$ cat config.mk
export PLATFORM = sky130hd
export DESIGN_NAME = sobel_edge_detector
export DESIGN_NICKNAME = d
export VERILOG_FILES = /design/src/rtl/edge_pkg.sv /design/src/rtl/sobel_kernel.sv /design/src/rtl/sobel_edge_detector.sv
export SDC_FILE = /design/constraint.sdc
export NUM_CORES = 1
export LEC_CHECK = 0
export CAP_MARGIN = 25
export CORE_ASPECT_RATIO = 0.75
export CORE_MARGIN = 5
export CORE_UTILIZATION = 58
export CTS_BUF_LIST = sky130_fd_sc_hd__clkbuf_8 sky130_fd_sc_hd__clkbuf_16
export DETAILED_ROUTE_END_ITERATION = 12
export PLACE_DENSITY = 0.86
export SYNTH_ARGS = -nofsm -noshare
export SYNTH_HDL_FRONTEND = slang
export SYNTH_SLANG_ARGS = --single-unit
$ cat constraint.sdc
create_clock -name mainClk -period 6.4 [get_ports mainClk]
set_clock_uncertainty 0.2 [all_clocks]
set_input_delay 1.92 -clock mainClk [delete_from_list [all_inputs] [get_ports mainClk]]
set_output_delay 1.92 -clock mainClk [all_outputs]
set_load 0.02 [all_outputs]
$ cat src/rtl/edge_pkg.sv
// Shared types and constants for the Sobel edge stage and its upstream window source.
// Latency: n/a (types, constants and combinational helpers only).
// Backpressure: n/a.
package edge_pkg;

    localparam int IMG_WIDTH_DEF  = 640;
    localparam int IMG_HEIGHT_DEF = 480;
    localparam int PIX_W          = 4;
    localparam int MAG_W          = 7;
    localparam int CNT_W          = 19;
    localparam int SUM_W          = 6;   // weighted 1-2-1 sum of three 4-bit pixels, max 60
    localparam int X_W            = 10;
    localparam int Y_W            = 9;

    typedef logic [PIX_W-1:0] pixel_t;
    typedef logic [MAG_W-1:0] mag_t;
    typedef logic [SUM_W-1:0] sum_t;

    // Indexed [row][col]; row 0 is the top row, col 0 the leftmost column.
    typedef pixel_t [2:0][2:0] window_t;

    // Weighted sum a + 2b + c, the 1-2-1 smoothing tap of the Sobel operator.
    function automatic sum_t wsum(input pixel_t a, input pixel_t b, input pixel_t c);
        return {2'b00, a} + {1'b0, b, 1'b0} + {2'b00, c};
    endfunction

    // Magnitude of a gradient in -60..60; always fits back into SUM_W bits.
    function automatic sum_t abs_grad(input logic signed [SUM_W:0] g);
        logic signed [SUM_W:0] neg;
        neg = -g;
        return g[SUM_W] ? sum_t'(neg) : sum_t'(g);
    endfunction

endpackage

$ cat src/rtl/sobel_kernel.sv
// Sobel stages 1-2: column/row weighted sums, then |Gx| and |Gy|, with valid and x/y carried alongside.
// Latency: 2 cycles, fully pipelined, one window per cycle.
// Backpressure: none; advances every cycle, bubbles travel as valid=0.
module sobel_kernel
    import edge_pkg::*;
(
    input  logic           mainClk,
    input  logic           nreset,
    input  window_t        win_i,
    input  logic           vld_i,
    input  logic [X_W-1:0] x_i,
    input  logic [Y_W-1:0] y_i,
    output logic           vld_o,
    output sum_t           abs_gx_o,
    output sum_t           abs_gy_o,
    output logic [X_W-1:0] x_o,
    output logic [Y_W-1:0] y_o
);

    logic           s1_vld_q;
    sum_t           l_q, r_q, t_q, b_q;
    sum_t           l_d, r_d, t_d, b_d;
    logic [X_W-1:0] s1_x_q;
    logic [Y_W-1:0] s1_y_q;

    logic                  s2_vld_q;
    sum_t                  agx_q, agy_q;
    sum_t                  agx_d, agy_d;
    logic signed [SUM_W:0] gx_d, gy_d;
    logic [X_W-1:0]        s2_x_q;
    logic [Y_W-1:0]        s2_y_q;

    // Stage 1 sums: left/right columns feed Gx, top/bottom rows feed Gy.
    always_comb begin
        l_d = wsum(win_i[0][0], win_i[1][0], win_i[2][0]);
        r_d = wsum(win_i[0][2], win_i[1][2], win_i[2][2]);
        t_d = wsum(win_i[0][0], win_i[0][1], win_i[0][2]);
        b_d = wsum(win_i[2][0], win_i[2][1], win_i[2][2]);
    end

    // Stage 1 register: sums plus valid and coordinates.
    always_ff @(posedge mainClk or negedge nreset) begin
        if (!nreset) begin
            s1_vld_q <= 1'b0;
            l_q      <= '0;
            r_q      <= '0;
            t_q      <= '0;
            b_q      <= '0;
            s1_x_q   <= '0;
            s1_y_q   <= '0;
        end else begin
            s1_vld_q <= vld_i;
            l_q      <= l_d;
            r_q      <= r_d;
            t_q      <= t_d;
            b_q      <= b_d;
            s1_x_q   <= x_i;
            s1_y_q   <= y_i;
        end
    end

    // Stage 2 gradients as signed differences, reduced to magnitudes.
    always_comb begin
        gx_d  = $signed({1'b0, r_q}) - $signed({1'b0, l_q});
        gy_d  = $signed({1'b0, b_q}) - $signed({1'b0, t_q});
        agx_d = abs_grad(gx_d);
        agy_d = abs_grad(gy_d);
    end

    // Stage 2 register: gradient magnitudes plus valid and coordinates.
    always_ff @(posedge mainClk or negedge nreset) begin
        if (!nreset) begin
            s2_vld_q <= 1'b0;
            agx_q    <= '0;
            agy_q    <= '0;
            s2_x_q   <= '0;
            s2_y_q   <= '0;
        end else begin
            s2_vld_q <= s1_vld_q;
            agx_q    <= agx_d;
            agy_q    <= agy_d;
            s2_x_q   <= s1_x_q;
            s2_y_q   <= s1_y_q;
        end
    end

    assign vld_o    = s2_vld_q;
    assign abs_gx_o = agx_q;
    assign abs_gy_o = agy_q;
    assign x_o      = s2_x_q;
    assign y_o      = s2_y_q;

endmodule

$ cat src/rtl/sobel_edge_detector.sv
// Sobel edge detector: |Gx|+|Gy| per 3x3 window, border suppression, threshold, per-frame edge count.
// Latency: 3 cycles from window capture to registered result; one result per cycle.
// Backpressure: none; outputs hold their last value while edgeValid is low.
module sobel_edge_detector
    import edge_pkg::*;
#(
    parameter int IMG_WIDTH  = IMG_WIDTH_DEF,
    parameter int IMG_HEIGHT = IMG_HEIGHT_DEF
) (
    input  logic             mainClk,
    input  logic             nreset,
    input  window_t          pixelData,
    input  logic             pixelDataValid,
    input  logic [X_W-1:0]   spiXVal,
    input  logic [Y_W-1:0]   spiYVal,
    input  mag_t             threshold,
    output logic             edgeValid,
    output mag_t             edgeMag,
    output logic             edgePixel,
    output logic [X_W-1:0]   edgeXVal,
    output logic [Y_W-1:0]   edgeYVal,
    output logic             frameDone,
    output logic [CNT_W-1:0] edgeCount
);

    localparam logic [X_W-1:0] X_LAST = X_W'(IMG_WIDTH - 1);
    localparam logic [Y_W-1:0] Y_LAST = Y_W'(IMG_HEIGHT - 1);

    logic           k_vld;
    sum_t           k_agx, k_agy;
    logic [X_W-1:0] k_x;
    logic [Y_W-1:0] k_y;

    sobel_kernel u_kernel (
        .mainClk  (mainClk),
        .nreset   (nreset),
        .win_i    (pixelData),
        .vld_i    (pixelDataValid),
        .x_i      (spiXVal),
        .y_i      (spiYVal),
        .vld_o    (k_vld),
        .abs_gx_o (k_agx),
        .abs_gy_o (k_agy),
        .x_o      (k_x),
        .y_o      (k_y)
    );

    logic             vld_q, pix_q, done_q;
    mag_t             mag_q;
    logic [X_W-1:0]   x_q;
    logic [Y_W-1:0]   y_q;
    logic [CNT_W-1:0] cnt_q, run_q;

    logic             border_d, first_d, last_d, pix_d, done_d;
    mag_t             mag_d;
    logic [CNT_W-1:0] cnt_d, run_d;

    // Stage 3 combinational: magnitude with border/out-of-range suppression and threshold.
    // The >= comparisons against the last index also catch coordinates beyond the image.
    always_comb begin
        border_d = (k_x == '0) || (k_y == '0) || (k_x >= X_LAST) || (k_y >= Y_LAST);
        mag_d    = border_d ? '0 : ({1'b0, k_agx} + {1'b0, k_agy});
        pix_d    = (mag_d != '0) && (mag_d >= threshold);
        first_d  = (k_x == '0) && (k_y == '0);
        last_d   = (k_x == X_LAST) && (k_y == Y_LAST);
        done_d   = k_vld && last_d;
    end

    // Frame counter: (0,0) restarts the run, the last pixel publishes it; missing last pixel leaves edgeCount alone.
    always_comb begin
        run_d = run_q;
        cnt_d = cnt_q;
        if (k_vld) begin
            if (first_d) begin
                run_d = CNT_W'(pix_d);
            end else if (last_d) begin
                cnt_d = run_q + CNT_W'(pix_d);
                run_d = '0;
            end else begin
                run_d = run_q + CNT_W'(pix_d);
            end
        end
    end

    // Stage 3 output register; result fields only load on a valid result so they hold across bubbles.
    always_ff @(posedge mainClk or negedge nreset) begin
        if (!nreset) begin
            vld_q  <= 1'b0;
            mag_q  <= '0;
            pix_q  <= 1'b0;
            x_q    <= '0;
            y_q    <= '0;
            done_q <= 1'b0;
            cnt_q  <= '0;
            run_q  <= '0;
        end else begin
            vld_q  <= k_vld;
            done_q <= done_d;
            cnt_q  <= cnt_d;
            run_q  <= run_d;
            if (k_vld) begin
                mag_q <= mag_d;
                pix_q <= pix_d;
                x_q   <= k_x;
                y_q   <= k_y;
            end
        end
    end

    assign edgeValid = vld_q;
    assign edgeMag   = mag_q;
    assign edgePixel = pix_q;
    assign edgeXVal  = x_q;
    assign edgeYVal  = y_q;
    assign frameDone = done_q;
    assign edgeCount = cnt_q;

endmodule

* After elaboration in Yosys (flattened, before gate mapping) *
Cells that the tools add are included.

word-level totals
  bits in registers = 143
  bits in latches = 0
  memory bits (writable) = 0
  ROM bits = 0
  input bits = 65
  output and inout port bits = 48
  word-level logic and storage cells = 56
  memories kept = 0

cells by class
  add/sub/neg operators = 14
  multipliers = 0
  divide/modulo/power cells = 0
  magnitude comparators = 3
  equality and inequality tests = 2
  shift-type cells = 0
  mux-type cells = 5
  bitwise operators = 1
  reductions and logical operators = 11

operator list
  cell                    count
  $mux W19                2
  $add A4 B5 Y6           4
  $add A6 B4 Y6           4
  $add A19 B1 Y19         1
  $sub A6 B6 Y7           2
  $mux W6                 2
  $neg A6 Y6              2
  $eq A10 B10 Y1 const B  1
  $ge A10 B10 Y1 const B  1
  $logic_not A10 Y1       1
  $eq A9 B9 Y1 const B    1
  $ge A9 B9 Y1 const B    1
  $logic_not A9 Y1        1
  $add A6 B6 Y7           1
  $ge A7 B7 Y1            1
  $mux W7                 1
  $reduce_bool A7 Y1      1
  $logic_and A1 B1 Y1     4
  $logic_or A1 B1 Y1      3
  $reduce_and A3 Y1       1
  $not A1 Y1              1

* Longest topological paths before layout *
  depth after elaboration = 10
  gate-level depth with buffers = 19
  depth with buffers taken out = 19

* Hierarchy *
From an unflattened synthesis, not the netlist that was laid out.

unflattened totals
  cell total of the unflattened synthesis = 587
  area total of the unflattened synthesis = 6986.7 µm²

modules (own cells, without submodules)
  module               instances  cells an instance  area each (µm²)  seq. area each (µm²)
  sobel_edge_detector  1          344                3572.2           1676.6
  sobel_kernel         1          243                3414.5           1901.8

* Least setup slack after synthesis *
No wires, ideal clock.

  kind = input-to-reg
  start point = input threshold[2]
  end point = register run_q[18]
  library setup time = 0.122 ns
  data arrival time = 4.260 ns
  required time = 6.078 ns
  path slack = 1.818 ns
  stages on the path = 14
  path buffers = 0
  cells stage by stage = inv_1 > ha_1 > nand2_1 > o21ai_0 > a21oi_1 > o21a_1 > nor3_1 > ha_1 > ha_1 > nand3_1 > or4_4 > nor3_4 > mux2i_1 > o2bb2ai_1

on the way
  cells in the longest elaborated chain, start to end = 5

RTL lines
  item                  line                        text
  from (decl)           sobel_edge_detector.sv:16   input mag_t threshold,
  $ge A7 B7 Y1          sobel_edge_detector.sv:63   pix_d = (mag_d != '0) && (mag_d >= threshold);
  $logic_and A1 B1 Y1   sobel_edge_detector.sv:63
  named net pix_d       sobel_edge_detector.sv:54   logic border_d, first_d, last_d, pix_d, done_d;
  $add A19 B1 Y19       sobel_edge_detector.sv:80   run_d = run_q + CNT_W'(pix_d);
  $mux W19              sobel_edge_detector.sv:76   end else if (last_d) begin
  $mux W19              sobel_edge_detector.sv:74   if (first_d) begin
  to (signal assigned)  sobel_edge_detector.sv:100  run_q <= run_d;
  to (decl)             sobel_edge_detector.sv:52   logic [CNT_W-1:0] cnt_q, run_q;

The timed path passes the listed nets, and every way through them passes these cells.
A chain may end at the register's enable or synchronous reset.

* Final worst setup path *
Ends and elaborated chain as after synthesis.

==> qor.txt <==
Status: complete, no violations
Share of post-route cells with drive strength above 1: 10.4%
Worst-Margin Slew: 0.874 ns
Pin count of the biggest net entering global routing: 84
Relative slew slack: 41.7%
Post-synth EDFFs: 0
CP delay by family, top: simple AND/OR/NAND/NOR gates
DRT Pass-1 Iters: 4
WL final: 14100 um
Latest clock arrival within the worst-skew pair: 0.42 ns
Synth Area in XOR/XNOR: 5.22%
Synth async-reset ratio: 100%
Ports: 113
WL per Instance: 15.9 um
Clock sinks: 143
Chip height: 105 um
P_leak: 3.97 nW
Final Hold Fails: 0
Deepest clock path buffer count: 2
Final Cycle Share: 80.5%
Fmax: 0.194 GHz
Syn nets: 734
Yosys reg bits: 143
Post-route cell area: 8910 um2
CTS Buf Count: 17
Min-delay src: u_kernel.s1_y_q[1]
Setup Fix Bufs, Post-CTS: 0
ANT cells: 0
Syn-to-layout area delta: 26.4%
Primary FF master, synth: dfrtp_1
Total power: 3.29 mW
Tot GR Track Use: 20.6%
Worst path most repeated cell: ha_1
CP Capture Type: flip-flop
Slowest CP cell: or4_4
H-tree levels: 4
Yosys cell types: 56
Total power divided by cell area: 369 nW/um2
Mean Syn Cell Area: 11.7 um2
Initial antenna violation count: 0
Worst Hold Endpoint: u_kernel.y_o[1]
Min-Delay Path Depth: 0
CP cell instances: clkdlybuf4s50_1 -> inv_1 -> ha_1 -> nand2_1 -> o21ai_0 -> a21oi_1 -> o21a_1 -> nor3_1 -> ha_1 -> ha_1 -> nand3_1 -> or4_4 -> nor3_4 -> mux2i_1 -> o2bb2ai_1
Clk slew on worst S/H paths: 0.06 ns
Die area: 14500 um2
Ranking of synthesized cells by area: dfrtp_1 51%, ha_1 8.7%, fa_1 5.4%, xnor2_1 4.3%, mux2_2 4.0%
Slew Viols, Final: 0
Initial core utilization: 60.0%
First-pass GRT wire length: 23800 um
Post-route DRC: 0
Synth Area in Compound Gates: 10.1%
Worst reg2reg path endpoint: run_q[18]
Worst Reg2Reg Path Length in Cells: 18
Largest vdd supply drop: 0.225 mV
Post-route insts no fill: 890
Critical path type: primary input to flip-flop
Gate Count Post-Synth: 601
Setup TNS Final: 0 ns
Hold buffers post-CTS: 0
Final HPWL DP: 10300 um
Via density: 5.41
Internal reg-to-reg setup slack: 1.49 ns
Hold crit path type: flip-flop to flip-flop
Worst Path Required: 6.46 ns
Vias in the first global route: 4961
RSZ-0062 raised after global routing: no
Max cap viols: 0
Largest family of logic cells by synthesized area: adder cells
Worst path bufs/invs: 2
Cell Area, Synth: 7050 um2
Fin nets: 848
Critical Path Fanout Max: 6
Area leader, netlist: dfrtp_1
Post-synthesis adder-cell area fraction: 14.1%
Cell Rows: 34
Ys Warns: 0
Minimum clock period: 5.15 ns
Worst Path Arrival: 5.22 ns
Port Buffer Count: 108
Startpoint Class: primary input
Final antenna-violating net count: 0
CP peak stage delay: 0.52 ns
Mux cell area share after synthesis: 4.28%
Share of the synthesized area in the top cell type: 50.8%
Die width: 137 um
Root Buffer: clkbuf_16
CTS tree: yes
Post-synthesis simple-gate area fraction: 11.5%
Seq/Total Area, Yosys: 50.8%
Vias: 4815
Critical R2R Launch: u_kernel.x_o[0]
Final setup vio count: 0
Grt total ovfl: 0
Initial DRC count: 336
CTS resizes: 0
Placed Area: 8270 um2
Placer Congestion: 0.826
Placed insts: 858
Core area: 11700 um2
[routing by layer]
metal  wire [um]  up-vias  track usage, %
li1            -     2307               -
met1        6500     2371            29.6
met2        6740      120            31.9
met3         675       17            3.95
met4         207        0            6.84
met5           0        -               0
[worst register-to-register path, stage by stage, from the launching register on]
cell	delay, ns
dfrtp_1	0.38
nand4_1	0.11
or4_4	0.54
and4_2	0.27
and3_1	0.27
and2_1	0.18
ha_1	0.29
nand2_1	0.05
o21ai_0	0.15
a21oi_1	0.11
o21a_1	0.19
nor3_1	0.20
ha_1	0.26
ha_1	0.26
nand3_1	0.25
or4_4	0.52
nor3_4	0.22
mux2i_1	0.21
o2bb2ai_1	0.08
[Yosys cell counts, types with 3 or more instances]
cell,n
ha_1,49
nor2_1,35
nand2_1,24
o21ai_1,4
and3_1,8
fa_1,19
nand4_1,7
o21a_1,3
xnor2_1,35
and2_1,6
a22o_1,9
o31ai_1,4
dfrtp_1,143
inv_1,53
mux2_2,25
clkbuf_1,7
a21o_1,8
nand3_1,12
xor2_1,7
nand2b_1,7
buf_2,4
nor3_1,8
a21oi_1,31
nor2b_1,15
a22o_2,4
o2bb2ai_1,7
o21ai_0,20
nor4_1,7
[metrics by stage]
| step | util, % | hold slack, ns | setup WS (ns) |
|---|---|---|---|
| floorplan | - | 0.131 | 1.82 |
| global placement | 70.5 | 0.133 | 1.03 |
| detailed placement | 70.5 | 0.135 | 0.889 |
| CTS | 75.9 | 0.150 | 1.29 |
| global route | 75.9 | 0.152 | 1.06 |
| finish | 75.9 | 0.148 | 1.25 |
[cell usage in the layout (no fill, tap or decap), types with 6 or more instances in the layout]
cell type,netlist,routed
and3_1,8,8
fa_1,19,19
a21o_1,8,8
nand2_1,24,24
a22o_1,9,9
and2_1,6,6
xnor2_1,35,35
xor2_1,7,7
mux2_2,25,25
o2bb2ai_1,7,7
o21ai_0,20,20
nor4_1,7,7
nand2b_1,7,7
dfrtp_1,143,143
ha_1,49,49
clkdlybuf4s50_1,0,107
nor2b_1,15,15
clkbuf_16,0,17
nor3_1,8,8
a21oi_1,31,31
nor2_1,35,35
nand4_1,7,7
nand3_1,12,12
inv_1,53,53
[area by class of cell]
| class | count | area [um2] |
|---|---|---|
| clock buffer | 18 | 439 |
| multi-input combinational | 389 | 3190 |
| tap | 162 | 203 |
| clock inverter | 14 | 193 |
| timing repair buffer | 111 | 1100 |
| fill | 750 | 2840 |
| inverter | 53 | 199 |
| sequential | 143 | 3580 |
[worst max-delay path by stage]
stage	startpoint	to	slack, ns	depth (start not counted)
final	threshold[2]	run_q[18]	1.25	15
after CTS	threshold[2]	run_q[18]	1.29	15
after global placement	threshold[2]	run_q[18]	1.03	15
after floorplan	threshold[2]	run_q[18]	1.82	14
after global routing	threshold[2]	run_q[18]	1.06	15
after detailed placement	threshold[2]	run_q[18]	0.89	15
[sequential cells by signal, indices dropped and copies added, names as in the netlist, 9 cells and up]
signal / flops
edgeCount: 19
u_kernel.s1_y_q: 9
u_kernel.x_o: 10
u_kernel.y_o: 9
run_q: 19
edgeYVal: 9
edgeXVal: 10
u_kernel.s1_x_q: 10
[cells by family (layout without fill, tap and decap cells)]
group	after synthesis	count (layout)
and+or+nand+nor	146	146
DFF	143	143
muxes	27	27
xor gates and xnor gates	42	42
buffers and inverters	69	196
AOI/OAI and AO/OA	106	106
adders and majority gates	68	68
[power breakdown]
| part | total (mW) | switching [mW] | internal (mW) |
|---|---|---|---|
| logic | 1.13 | 0.598 | 0.533 |
| clock network | 1.04 | 0.431 | 0.609 |
| registers | 1.11 | 0.0744 | 1.04 |
| total | 3.29 | 1.10 | 2.18 |
(Power assumes the default switching activity.)
